`src/rtl/sram_port_arbiter.sv`:
```
// Two-port arbiter/sequencer for a single-port SRAM macro (one access per 2 cycles).
// Define SRAM_ARB_FIXED_PRIO_EN for fixed port-0 priority instead of round-robin.
module sram_port_arbiter #(
   parameter int AWIDTH = 12
) (
   input  logic              CLK,
   input  logic              RST,
   input  logic              req0_valid,
   output logic              req0_ready,
   input  logic              req0_we,
   input  logic [3:0]        req0_be,
   input  logic [AWIDTH-1:0] req0_addr,
   input  logic [31:0]       req0_wdata,
   output logic              rsp0_valid,
   output logic [31:0]       rsp0_rdata,
   input  logic              req1_valid,
   output logic              req1_ready,
   input  logic              req1_we,
   input  logic [3:0]        req1_be,
   input  logic [AWIDTH-1:0] req1_addr,
   input  logic [31:0]       req1_wdata,
   output logic              rsp1_valid,
   output logic [31:0]       rsp1_rdata,
   output logic              sram_csn,
   output logic              sram_wen,
   output logic [AWIDTH-1:0] sram_addr,
   output logic [3:0]        sram_be,
   output logic [31:0]       sram_di,
   input  logic [31:0]       sram_dout
);

   typedef enum logic {
      IDLE,
      ACCESS
   } state_t;

   state_t state, state_nx;
   logic   last_grant;
   logic   owner;
   logic   we_q;
   logic   win0, win1;
   logic   acc0, acc1;

   always_comb begin
      win0 = 1'b0;
      win1 = 1'b0;
`ifdef SRAM_ARB_FIXED_PRIO_EN
      win0 = req0_valid;
      win1 = req1_valid & ~req0_valid;
`else
      // on contention the port that did not win last time goes next
      win0 = req0_valid & (~req1_valid | last_grant);
      win1 = req1_valid & (~req0_valid | ~last_grant);
`endif
   end

   always_ff @(posedge CLK or posedge RST) begin
      if (RST) state <= IDLE;
      else     state <= state_nx;
   end

   always_comb begin
      state_nx   = state;
      req0_ready = 1'b0;
      req1_ready = 1'b0;
      sram_csn   = 1'b1;
      sram_wen   = 1'b1;
      unique case (state)
         IDLE: begin
            req0_ready = win0;
            req1_ready = win1;
            if (win0 | win1) state_nx = ACCESS;
         end
         ACCESS: begin
            sram_csn = 1'b0;
            sram_wen = ~we_q;
            state_nx = IDLE;
         end
      endcase
   end

   assign acc0 = req0_valid & req0_ready;
   assign acc1 = req1_valid & req1_ready;

   always_ff @(posedge CLK or posedge RST) begin
      if (RST) begin
         last_grant <= 1'b1;
         owner      <= 1'b0;
         we_q       <= 1'b0;
         sram_addr  <= '0;
         sram_be    <= '0;
         sram_di    <= '0;
         rsp0_valid <= 1'b0;
         rsp1_valid <= 1'b0;
         rsp0_rdata <= '0;
         rsp1_rdata <= '0;
      end else begin
         rsp0_valid <= 1'b0;
         rsp1_valid <= 1'b0;
         if (acc0) begin
            owner      <= 1'b0;
            last_grant <= 1'b0;
            we_q       <= req0_we;
            sram_addr  <= req0_addr;
            sram_be    <= req0_be;
            sram_di    <= req0_wdata;
         end else if (acc1) begin
            owner      <= 1'b1;
            last_grant <= 1'b1;
            we_q       <= req1_we;
            sram_addr  <= req1_addr;
            sram_be    <= req1_be;
            sram_di    <= req1_wdata;
         end
         if (state == ACCESS) begin
            if (owner) begin
               rsp1_valid <= 1'b1;
               if (!we_q) rsp1_rdata <= sram_dout;
            end else begin
               rsp0_valid <= 1'b1;
               if (!we_q) rsp0_rdata <= sram_dout;
            end
         end
      end
   end

endmodule

```
`config.mk`:
```
export PLATFORM = sky130hd
export DESIGN_NAME = sram_port_arbiter
export DESIGN_NICKNAME = d
export VERILOG_FILES = /design/src/rtl/sram_port_arbiter.sv
export SDC_FILE = /design/constraint.sdc
export NUM_CORES = 1
export LEC_CHECK = 0
export CELL_PAD_IN_SITES_DETAIL_PLACEMENT = 1
export CELL_PAD_IN_SITES_GLOBAL_PLACEMENT = 2
export CORE_ASPECT_RATIO = 1.75
export CORE_MARGIN = 2
export CORE_UTILIZATION = 25
export DETAILED_ROUTE_END_ITERATION = 10
export GPL_ROUTABILITY_DRIVEN = 0
export GPL_TIMING_DRIVEN = 0
export PLACE_DENSITY_LB_ADDON = 0.12
export SETUP_SLACK_MARGIN = 0.02
export SYNTH_ARGS = -nofsm -noshare
export SYNTH_HDL_FRONTEND = slang
export SYNTH_SLANG_ARGS = --single-unit
```
`constraint.sdc`:
```
create_clock -name CLK -period 11.14 [get_ports CLK]
set_clock_uncertainty 0.1 [all_clocks]
set_input_delay 2.228 -clock CLK [delete_from_list [all_inputs] [get_ports CLK]]
set_output_delay 2.228 -clock CLK [all_outputs]
set_load 0.01 [all_outputs]
```
==> impl_metrics.yaml <==
critical_path:
  critical_path_arrival_ps: 4220
  cp_cell_sequence: "clkdlybuf4s50_1 > nor2b_1 > clkbuf_1 > nor2_1 > clkdlybuf4s50_1"
  criticalPathCategory: "input port to output port"
  cp_slowest_stage_delay_ps: 530
  required_ps: 8810
  slowest_stage: "clkdlybuf4s50_1"
  cp_common_cell: "clkdlybuf4s50_1"
  cp-end-kind: "output port"
  crit_path_start_kind: "input port"
  worstPathMaxFanout: 10
timing:
  max_freq_ghz: 0.1527
  fin_crit_ps: 6550
  setup_viol: 0
  finalWorstSetupSlack_ps: 4590
  setup_tns_ps: 0
  finalCritPeriodShare_pct: 58.80
  slew_headroom_pct: 58.23
  slew_violations: 0
  hold_viol_final: 0
  worst_slew_pin_slew_ps: 626.5
  grt_setup_unrepaired: "false"
final_layout:
  design_area_sq_um: 8413
  syn2layout_area_growth_pct: 69.84
  final_common_cell: "clkdlybuf4s50_1"
  post-route-util_pct: 42.99
  drive_gt1_share_pct: 16.32
  layout_common_cells: "clkdlybuf4s50_1, dfrtp_1, mux2_2"
  fillers: 2158
  ff_latch_area_sq_um: 2954
  layout.nets: 839
  multi_input_area_sq_um: 1809
global_route:
  overflow: 0
  grt.total_usage_pct: 17.45
  grt_max_degree: 64
  grt_pass1_wl_um: 28540
  grt_pass1_vias: 4994
  antenna_found_initial: 1
floorplanning:
  rows: 68
  io_pins: 252
  start_util_pct: 25.31
  die_w_um: 110.4
  fp.dieH_um: 190.2
  core_sq_um: 19570
  die-area_sq_um: 21000
cts:
  cts_setup_buffers: 0
  cts_root_buf: "clkbuf_16"
  clock-sinks: 118
  tritoncts: "yes"
  cts_made_buffers: 17
  path_clk_slew_ps: 60
  htreeDepth: 4
  ctsHoldBuffers: 0
  cts_buffer_depth: 2
  cts_resized: 0
  clk_latency_ps: 400
place:
  dp_hpwl_um: 14150
  pre_cts_ws_ps: 4534
  place_area_sq_um: 7805
  numPortBuffers: 251
detailed_routing:
  routedWlPerCell_um: 19.22
  routed_wirelength_um: 18510
  drtIter0Drc: 145
  antenna_left: 0
  drtPass1Iterations: 4
  vias: 4532
  viasPerCell: 4.706
  drcViolationCount: 0
run_status:
  status: "finished clean"
pwr:
  p_int_w: 0.001391
  p_leak_nw: 3.304
  share_comb_of_total_power_pct: 37.3
  switching_share_pct: 29.43
  power.net_switching_w: 0.0005801
  power_w: 0.001971
  pwr-share-clk_pct: 28.4
  vdd_drop_max_v: 0.00008906
  power_frac_seq_pct: 34.3
  powerDensity_nw_per_um2: 234.3
hold_path:
  hold_path_class: "flip-flop to flip-flop"
logic_synthesis:
  ys_top_cells_by_area: "dfrtp_1, mux2_2, a31oi_1, o21ai_0, nand3_1"
  yosysUniqueCellTypes: 22
  synth.avg_cell_area_sq_um: 11.41
  synthCells: 434
  synth_top_cell_area_share_pct: 59.11
  seq_area_frac_synth_pct: 59.64
  syn-num-nets: 568
  ys_warn_count: 0
  ys_ff_latch: 118
  syn-cell-area_sq_um: 4954
  yosys.area.top_type: "dfrtp_1"
run:
  drv_cap: 0
sequential cells by signal, summed over array words and instances (netlist names):
name and cells:
rsp0_valid 1, owner 1, state 1, rsp0_rdata 32
sram_addr 12, we_q 1, sram_be 4, last_grant 1
sram_di 32, rsp1_valid 1, rsp1_rdata 32
cells by family after synthesis:
| group | Yosys count | share of synthesized area (%) |
|---|---|---|
| compound gates | 102 | 11.64 |
| buf+inv | 39 | 3.839 |
| simple gates | 111 | 10.33 |
| mux | 64 | 14.55 |
| flops | 118 | 59.64 |
Yosys cell counts:
cell type and instances:
o21ba_2 1, buf_2 14, mux2_1 2, nor2_1 51, nand3_1 49, clkbuf_1 19
dfstp_2 1, dfrtp_1 117, nor3_4 1, a31oi_1 49, inv_1 1, buf_6 3
buf_4 1, a21oi_1 1, nor2b_1 2, nand2b_1 4, nand3b_1 1, mux2_2 62
nand2_1 2, and2_1 1, inv_2 1, o21ai_0 51
metal layers:
| metal | GRT usage [%] | wire, um | vias to the layer above |
|---|---|---|---|
| li1 | - | - | 2100 |
| met4 | 6.827 | 420 | 0 |
| met3 | 3.655 | 858 | 25 |
| met5 | 0 | 0 | - |
| met1 | 18.15 | 6841 | 2248 |
| met2 | 33.81 | 10390 | 159 |
metrics by stage:
step	cells	hold slack (ps)
floorplan	434	374.8
global placement	930	371.9
detailed placement	931	385.7
CTS	962	398.9
global route	963	422.5
finish	963	397.3
final timing paths:
kind / slack [ps] / to / depth (start not counted) / from
setup / recovery: 4590 / req0_ready / 5 / req1_valid
hold / removal: 400 / rsp0_rdata[22]$_DFFE_PP0P_ / 1 / rsp0_rdata[22]$_DFFE_PP0P_
setup reg to reg: 9310 / sram_di[31]$_DFFE_PP0P_ / 4 / state$_DFF_PP0_
hold reg to reg: 400 / rsp0_rdata[22]$_DFFE_PP0P_ / 1 / rsp0_rdata[22]$_DFFE_PP0P_
max in group asynchronous: 8020 / sram_be[2]$_DFFE_PP0P_ / 3 / RST
min in group asynchronous: 2190 / rsp0_rdata[2]$_DFFE_PP0P_ / 2 / RST
power groups by stage:
stage / Sequential, W / Clock, W / Combinational (W)
global route: 0.000700 / 0.000595 / 0.000783
global placement: 0.000676 / 0 / 0.000734
detailed placement: 0.000687 / 0 / 0.000750
CTS: 0.000680 / 0.000577 / 0.000751
finish: 0.000677 / 0.000560 / 0.000735
floorplan: 0.000752 / 0 / 0.000215
layout make-up:
class	instances	share of cell area [%]
plain buffers	37	2.171
repair buffers	252	30.19
clock buffers	19	5.384
flip-flops and latches	118	35.11
clock inverters	12	1.814
inverters	2	0.1487
well taps	245	3.644
diodes	1	0.02974
multi-input cells	277	21.51
worst max-delay path, delay by kind of cell:
family        cells  cell delay [ps]
simple gates      2              550
buf+inv           3             1450
Note: power is estimated with default switching activity, not from simulation.
